## src/rtl/mem_arb_pkg.sv

```systemverilog
// mem_arb_pkg: shared encodings for the memory port arbiter.
//   - FSM state encoding (ST_IDLE / ST_ISSUE / ST_WAIT)
//   - transaction owner encoding (OWN_F = fetch, OWN_D = data)
//   - access size encoding (SZ_B / SZ_H / SZ_W)
package mem_arb_pkg;

  localparam logic [1:0] ST_IDLE  = 2'd0;
  localparam logic [1:0] ST_ISSUE = 2'd1;
  localparam logic [1:0] ST_WAIT  = 2'd2;

  localparam logic OWN_F = 1'b0;
  localparam logic OWN_D = 1'b1;

  localparam logic [1:0] SZ_B = 2'b00;
  localparam logic [1:0] SZ_H = 2'b01;
  localparam logic [1:0] SZ_W = 2'b10;

endpackage

```

## src/rtl/mem_arb_starve_ctr.sv

```systemverilog
// mem_arb_starve_ctr: counts consecutive arbitrations that fetch lost to
// data and raises force_fetch once the count reaches LIMIT. Used only when
// the arbiter is built with ARB_FAIRNESS_EN.
//
// Ports:
//   clock       in   rising-edge clock
//   reset       in   asynchronous, active-low
//   fetch_lost  in   an arbitration was held and fetch lost to data
//   fetch_won   in   an arbitration was held and fetch won
//   force_fetch out  count == LIMIT: fetch must win the next arbitration
module mem_arb_starve_ctr #(
  parameter int LIMIT = 4
) (
  input  logic clock,
  input  logic reset,
  input  logic fetch_lost,
  input  logic fetch_won,
  output logic force_fetch
);

  localparam int CW = (LIMIT < 1) ? 1 : $clog2(LIMIT + 1);

  logic [CW-1:0] cnt_q, cnt_d;

  // Saturates at LIMIT; any fetch win starts the count over.
  always_comb begin
    cnt_d = cnt_q;
    if (fetch_won) begin
      cnt_d = '0;
    end else if (fetch_lost && (cnt_q != CW'(LIMIT))) begin
      cnt_d = cnt_q + 1'b1;
    end
  end

  always_ff @(posedge clock or negedge reset) begin
    if (!reset) begin
      cnt_q <= '0;
    end else begin
      cnt_q <= cnt_d;
    end
  end

  assign force_fetch = (cnt_q == CW'(LIMIT));

endmodule

```

## src/rtl/mem_port_arbiter.sv

```systemverilog
// mem_port_arbiter: shares one memory port between instruction fetch (IF,
// read-only) and the memory stage (MEM, load/store). One transaction is
// outstanding at a time; each response is routed back to its owner.
//
// Build option: ARB_FAIRNESS_EN -- when defined, fetch is forced to win after
// STARVE_LIMIT consecutive losses to data. Undefined: data always wins.
//
// Ports:
//   clock, reset                 rising-edge clock, async active-low reset
//   if_req/if_addr               fetch request (held until if_valid)
//   if_rdata/if_valid            fetch response (if_valid is a 1-cycle pulse)
//   flush                        PC redirect; in-flight fetch response dropped
//   dm_req/dm_we/dm_addr/
//   dm_wdata/dm_size             data request (held until dm_valid)
//   dm_rdata/dm_valid            load data / store ack (1-cycle pulse)
//   mem_req/mem_we/mem_addr/
//   mem_wdata/mem_size/mem_gnt   memory request channel
//   mem_rvalid/mem_rdata         memory response channel
//   f_stall/m_stall              combinational stalls to pipeline control
//   dbg_state                    current FSM state (mem_arb_pkg encoding)
//
// Handshakes: a requester raises *_req with its fields and holds both
// unchanged until the matching *_valid pulse; the cycle of the pulse is the
// completion cycle. Toward memory, mem_req and its fields stay stable until
// the cycle mem_gnt is seen high; the response arrives as a single mem_rvalid
// cycle, no earlier than the cycle after mem_gnt.
module mem_port_arbiter
  import mem_arb_pkg::*;
#(
  parameter int ADDR_W       = 32,
  parameter int DATA_W       = 32,
  parameter int STARVE_LIMIT = 4
) (
  input  logic              clock,
  input  logic              reset,
  input  logic              if_req,
  input  logic [ADDR_W-1:0] if_addr,
  output logic [DATA_W-1:0] if_rdata,
  output logic              if_valid,
  input  logic              flush,
  input  logic              dm_req,
  input  logic              dm_we,
  input  logic [ADDR_W-1:0] dm_addr,
  input  logic [DATA_W-1:0] dm_wdata,
  input  logic [1:0]        dm_size,
  output logic [DATA_W-1:0] dm_rdata,
  output logic              dm_valid,
  output logic              mem_req,
  output logic              mem_we,
  output logic [ADDR_W-1:0] mem_addr,
  output logic [DATA_W-1:0] mem_wdata,
  output logic [1:0]        mem_size,
  input  logic              mem_gnt,
  input  logic              mem_rvalid,
  input  logic [DATA_W-1:0] mem_rdata,
  output logic              f_stall,
  output logic              m_stall,
  output logic [1:0]        dbg_state
);

  logic [1:0]        state_q, state_d;
  logic              owner_q, owner_d;
  logic              drop_q, drop_d;
  logic              we_q, we_d;
  logic [ADDR_W-1:0] addr_q, addr_d;
  logic [DATA_W-1:0] wdata_q, wdata_d;
  logic [1:0]        size_q, size_d;

  logic f_cand, d_cand, arb_go, pick_f, resp;

`ifdef ARB_FAIRNESS_EN
  logic fetch_lost, fetch_won, force_fetch;

  mem_arb_starve_ctr #(
    .LIMIT (STARVE_LIMIT)
  ) u_starve_ctr (
    .clock       (clock),
    .reset       (reset),
    .fetch_lost  (fetch_lost),
    .fetch_won   (fetch_won),
    .force_fetch (force_fetch)
  );
`else
  logic unused_cfg;
  assign unused_cfg = (STARVE_LIMIT != 0);
`endif

  // A response in WAIT is accepted only for the current transaction;
  // rvalid seen in IDLE or ISSUE belongs to nothing and is ignored.
  assign resp = mem_rvalid && (state_q == ST_WAIT);

  always_comb begin
    state_d = state_q;
    owner_d = owner_q;
    drop_d  = drop_q;
    we_d    = we_q;
    addr_d  = addr_q;
    wdata_d = wdata_q;
    size_d  = size_q;
    f_cand  = if_req;
    d_cand  = dm_req;
    arb_go  = 1'b0;
    pick_f  = 1'b0;
`ifdef ARB_FAIRNESS_EN
    fetch_lost = 1'b0;
    fetch_won  = 1'b0;
`endif

    case (state_q)
      ST_IDLE: begin
        arb_go = f_cand | d_cand;
      end
      ST_ISSUE: begin
        if (flush && (owner_q == OWN_F)) drop_d = 1'b1;
        if (mem_gnt) state_d = ST_WAIT;
      end
      ST_WAIT: begin
        if (flush && (owner_q == OWN_F)) drop_d = 1'b1;
        if (mem_rvalid) begin
          drop_d  = 1'b0;
          state_d = ST_IDLE;
          // The owner's request is still high in its completion cycle;
          // only the other requester counts as pending here.
          if (owner_q == OWN_D) d_cand = 1'b0;
          else                  f_cand = 1'b0;
          arb_go = f_cand | d_cand;
        end
      end
      default: begin
        state_d = ST_IDLE;
      end
    endcase

    if (arb_go) begin
`ifdef ARB_FAIRNESS_EN
      pick_f     = f_cand & (~d_cand | force_fetch);
      fetch_won  = pick_f;
      fetch_lost = f_cand & ~pick_f;
`else
      // arb_go guarantees fetch is requesting whenever data is not.
      pick_f = ~d_cand;
`endif
      state_d = ST_ISSUE;
      if (pick_f) begin
        owner_d = OWN_F;
        we_d    = 1'b0;
        addr_d  = if_addr;
        wdata_d = '0;
        size_d  = SZ_W;
      end else begin
        owner_d = OWN_D;
        we_d    = dm_we;
        addr_d  = dm_addr;
        wdata_d = dm_wdata;
        size_d  = dm_size;
      end
    end
  end

  always_ff @(posedge clock or negedge reset) begin
    if (!reset) begin
      state_q <= ST_IDLE;
      owner_q <= OWN_F;
      drop_q  <= 1'b0;
      we_q    <= 1'b0;
      addr_q  <= '0;
      wdata_q <= '0;
      size_q  <= '0;
    end else begin
      state_q <= state_d;
      owner_q <= owner_d;
      drop_q  <= drop_d;
      we_q    <= we_d;
      addr_q  <= addr_d;
      wdata_q <= wdata_d;
      size_q  <= size_d;
    end
  end

  assign mem_req   = (state_q == ST_ISSUE);
  assign mem_we    = we_q;
  assign mem_addr  = addr_q;
  assign mem_wdata = wdata_q;
  assign mem_size  = size_q;

  // A flush in the response cycle itself also kills the fetch response.
  assign if_valid = resp && (owner_q == OWN_F) && !drop_q && !flush;
  assign dm_valid = resp && (owner_q == OWN_D);

  // Read data is gated so the rdata outputs read 0 whenever no pulse is out.
  assign if_rdata = if_valid ? mem_rdata : '0;
  assign dm_rdata = dm_valid ? mem_rdata : '0;

  assign f_stall   = if_req & ~if_valid;
  assign m_stall   = dm_req & ~dm_valid;
  assign dbg_state = state_q;

endmodule
```

## config.mk

```make
export PLATFORM = sky130hd
export DESIGN_NAME = mem_port_arbiter
export DESIGN_NICKNAME = d
export VERILOG_FILES = /design/src/rtl/mem_arb_pkg.sv /design/src/rtl/mem_arb_starve_ctr.sv /design/src/rtl/mem_port_arbiter.sv
export SDC_FILE = /design/constraint.sdc
export NUM_CORES = 1
export LEC_CHECK = 0
export ABC_AREA = 1
export CORE_UTILIZATION = 30
export CTS_CLUSTER_DIAMETER = 50
export CTS_CLUSTER_SIZE = 14
export DETAILED_ROUTE_END_ITERATION = 8
export GPL_TIMING_DRIVEN = 0
export PLACE_DENSITY = 0.73
export SETUP_SLACK_MARGIN = 0.02
export SLEW_MARGIN = 20
export SYNTH_ARGS = -nofsm -noshare
export SYNTH_HDL_FRONTEND = slang
export SYNTH_SLANG_ARGS = --single-unit
```

## constraint.sdc

```tcl
create_clock -name clock -period 2.23 [get_ports clock]
set_clock_uncertainty 0.1 [all_clocks]
set_input_delay 0.3345 -clock clock [delete_from_list [all_inputs] [get_ports clock]]
set_output_delay 0.3345 -clock clock [all_outputs]
set_load 0.02 [all_outputs]
```

# == Word-level counts from Yosys, hierarchy flattened ==
# Index checks and enable logic that the tools add are counted.
# totals
register_bits,71
inputBits,138
word_cells,54
# op_classes
eq_ne,5
muxes,24
bitwise,7
reduce_logical,11
# op_table
cell,count
$mux W32,4
$mux W1,13
$mux W2,4
$logic_and A1 B1 Y1,6
$pmux W2 S3,1
$pmux W1 S2,2
$ne A3 B1 Y1 const B,1
$ne A3 B3 Y1 const B,1
$not A1 Y1,3
$reduce_and A3 Y1,1
$and A1 B1 Y1,2
$eq A2 B1 Y1 const B,1
$eq A2 B2 Y1 const B,1
$logic_not A1 Y1,2
$logic_not A2 Y1,1
$ne A2 B2 Y1 const B,1
$or A1 B1 Y1,2
$reduce_bool A2 Y1,1

# == Logic depth before layout (Yosys ltp) ==
# logic_depth
ltp_word,8
ltp_mapped,12
depth_no_buf,11

# == Least setup slack after synthesis ==
# No wires, ideal clock.
# synth_path
path_type,reg-to-output
from,"register state_q[0], in the netlist dbg_state[0]"
to,output if_rdata[10]
t_arrival_ns,1.520
setup_slack_ns,0.275
stages_incl_launch_ff,8
path_cell_list,dfrtp_1 -> inv_1 -> ha_1 -> nand2_1 -> inv_2 -> nand3_1 -> clkbuf_1 -> nor2_1
# synth_between
elab_chain_len,6
# synth_rtl
element,line,text
start: declaration,mem_port_arbiter.sv:61,"logic [1:0] state_q, state_d;"
start signal: assignment,mem_port_arbiter.sv:170,state_q <= state_d;
$eq A2 B2 Y1,mem_port_arbiter.sv:90,assign resp = mem_rvalid && (state_q == ST_WAIT);
$logic_and A1 B1 Y1,mem_port_arbiter.sv:90,
$logic_and A1 B1 Y1 (3 in a row),mem_port_arbiter.sv:187,assign if_valid = resp && (owner_q == OWN_F) && !drop_q && !flush;
$mux W32,mem_port_arbiter.sv:191,assign if_rdata = if_valid ? mem_rdata : '0;
end: declaration,mem_port_arbiter.sv:38,"output logic [DATA_W-1:0] if_rdata,"
# No other way between the ends.

# == Final worst setup path ==
# layout_path
from,"register state_q[0], in the netlist dbg_state[0]"
to,output f_stall
# layout_between
elab_chain_len,7
# layout_rtl
element,line,text
$eq A2 B2 Y1,mem_port_arbiter.sv:90,
$logic_and A1 B1 Y1,mem_port_arbiter.sv:90,
$logic_and A1 B1 Y1 (3 in a row),mem_port_arbiter.sv:187,
$not A1 Y1,mem_port_arbiter.sv:194,assign f_stall = if_req & ~if_valid;
$and A1 B1 Y1,mem_port_arbiter.sv:194,
end: declaration,mem_port_arbiter.sv:56,"output logic f_stall,"
# No other way between the ends.

==> impl_results.md <==
* Outcome: completed
* Yosys warns at 0
* Die Y at 113 um
* Worst Hold Slack at 374 ps
* Most common cell after layout, fill and taps aside: nand2_1
* Post-synthesis cell area at 3700 um^2
* Startpoint types: flip-flop
* Worst reg2reg path endpoint: mem_size[1]$_DFFE_PN0P_
* P_leak at 3.78 nW
* Die ar. at 12800 um^2
* HPWL after detailed placement at 10.7 mm
* Setup repair after global routing missed its margin: yes
* RePlAce Congestion at 0.806
* Avg Vias per Cell at 4.39
* WP data arrival at 1740 ps
* Vias post-DR at 4334
* Crit path time final at 2180 ps
* Final Hold Fails at 0
* I/O pin total at 276
* Hold wc startpoint: mem_wdata[6]$_DFFE_PN0P_
* Core area at 12000 um^2
* CTS Root Buffer Type: clkbuf_16
* Critical path required time at 1800 ps
* Largest net degree at the start of global routing at 42
* Proportion of layout cells with a drive suffix above 1 at 0.171
* First-pass GRT wire length at 21.7 mm
* Yosys cell types at 17
* Slew @ Worst Pin at 528 ps
* Critical Path Max Stage Delay at 390 ps
* # diodes at 0
* Layout area overhead at 89.9%
* Worst-Skew Late Latency at 320 ps
* Die X at 113 um
* Clk sinks at 71
* # DRC at 0
* Setup crit end kind: output port
* Register area share after synthesis at 0.480
* CTS tree: yes
* R2R Path Start: dbg_state[0]$_DFFE_PN0P_
* Post-DRT Antenna Nets at 0
* Sum Neg Setup Slack at 0 ps
* Port bufs at 275
* Hold Path Class: reg2reg
* Synthesized instance count at 541
* Final WL at 14.1 mm
* Critical path class: reg2out
* DR iter-0 viols at 188
* Clock Path Buffers at 2
* Fillers at 1148
* Worst Path Max Fanout at 5
* Most frequent cells in the layout: nand2_1 (270), clkdlybuf4s50_1 (205), dfrtp_1 (70)
* Max Cap Viol at 0
* Synthesized Nets at 682
* Worst hold stages at 2
* FF+latch count, synth at 71
* Fin nets at 977
* Worst Reg-to-Reg Cells at 12
* CP max-delay cell: dfrtp_1
* Vias in the first global route at 4177
* VDD IR max at 0.577 mV
* Syn avg cell area at 6.84 um^2
* Worst-path clk slew at 60 ps
* Initial antenna violation count at 0
* Tot GR Track Use at 0.219
* Crit-path cells: inv_2 > ha_4 > nand2_2 > inv_4 > nand3_4 > inv_1 > nor2_1 > dlygate4sd2_1
* Total CTS buffers at 9
* Grt ovf at 0
* TritonRoute pass-1 iters at 4
* Final Max Slew Viols at 0
* Cell Rows at 40
* Max Clock Freq at 459 MHz
* Area of the multi-input gates at 1710 um^2
* Wire per inst at 14.3 um
* Initial Util at 0.308
* Storage element area at 1780 um^2
* Hold EP: mem_wdata[6]$_DFFE_PN0P_
* Total power at 7.72 mW
* R2r setup slk at 230 ps
* Period utilization at 0.976
* Final setup vio count at 0
* # H-tree levels at 3
* Slew HR at 0.648
* Cell area power density at 1100 nW/um^2
-- worst max path at each step --
stage	cells past startpoint	endpoint	slack, ps	startpoint
2_1_floorplan	7	if_rdata[10]	280	dbg_state[0]$_DFFE_PN0P_
3_3_place_gp	1	mem_addr[17]$_DFFE_PN0P_	-1810	reset
3_5_place_dp	7	if_rdata[26]	-510	mem_rvalid
4_1_cts	9	m_stall	-130	dbg_state[0]$_DFFE_PN0P_
5_1_grt	9	m_stall	-20	dbg_state[0]$_DFFE_PN0P_
6_report	8	f_stall	50	dbg_state[0]$_DFFE_PN0P_
-- timing repair --
item | in CTS | in global routing
endpoints found under the setup margin | 68 | 68
pin swaps | 0 | 0
gates cloned | 0 | 4
resized for setup | 254 | 81
buffers inserted | 2 | 1
hold endpoints to repair | 40 | 0
hold buffers | 1 | 0
-- logic make-up after synthesis --
group | synth area share
simple gates | 0.407
buf+inv | 0.0933
flops | 0.480
compound gates | 0.00947
fa+ha+maj | 0.0101
-- metrics by stage --
step           cell area (um^2)  setup WS (ps)  utilization  cells
2_1_floorplan              3700            275            -    541
3_3_place_gp               6640          -1810        0.553    963
3_5_place_dp               6650           -513        0.554    964
4_1_cts                    6890           -132        0.574    983
5_1_grt                    7030          -23.6        0.585    988
6_report                   7030           53.6        0.585    988
-- per-layer routing --
metal  GRT usage  wire length, um
met1       0.245             5520
met2       0.409             7370
met3      0.0562              975
met4      0.0632              243
met5           0                0
-- worst max-delay path, delay by kind of cell (launching register included) --
family,cells,cell delay (ps)
adder cells (fa/ha/maj),1,140
buffers and inverters,4,640
flip-flops,1,390
AND/OR/NAND/NOR,3,250
-- layout make-up --
type | instances | area share
buffer | 30 | 0.0329
clock buffer | 12 | 0.0365
clock inverter | 4 | 0.00748
inverter | 46 | 0.0253
multi-input combinational | 395 | 0.243
sequential | 71 | 0.253
tap | 147 | 0.0262
timing repair buffer | 283 | 0.376
-- registers in the layout, indices dropped and copies added, names as in the netlist --
signal,flops
dbg_state,2
drop_q,1
mem_addr,32
mem_size,2
mem_wdata,32
mem_we,1
owner_q,1
-- synthesized netlist by cell type --
master,instances,area share
nand2_1,271,0.27
dfrtp_1,71,0.48
nor2_1,70,0.071
inv_1,42,0.043
nand3_1,40,0.054
buf_2,18,0.024
clkbuf_1,5,0.0051
buf_6,4,0.012
inv_2,4,0.0041
nand2_2,4,0.0068
ha_1,3,0.010
buf_4,2,0.0041
o21ai_0,2,0.0027
o21ai_1,2,0.0027
a22oi_1,1,0.0020
buf_1,1,0.0010
o211ai_1,1,0.0020
-- report_power, final --
part | total (mW) | internal (mW) | switching [mW] | leakage [nW]
clock | 1.48 | 0.931 | 0.546 | 0.153
sequential | 2.18 | 1.85 | 0.326 | 0.892
combinational | 4.07 | 1.77 | 2.30 | 2.73
Power figures use the tool's default switching activity.
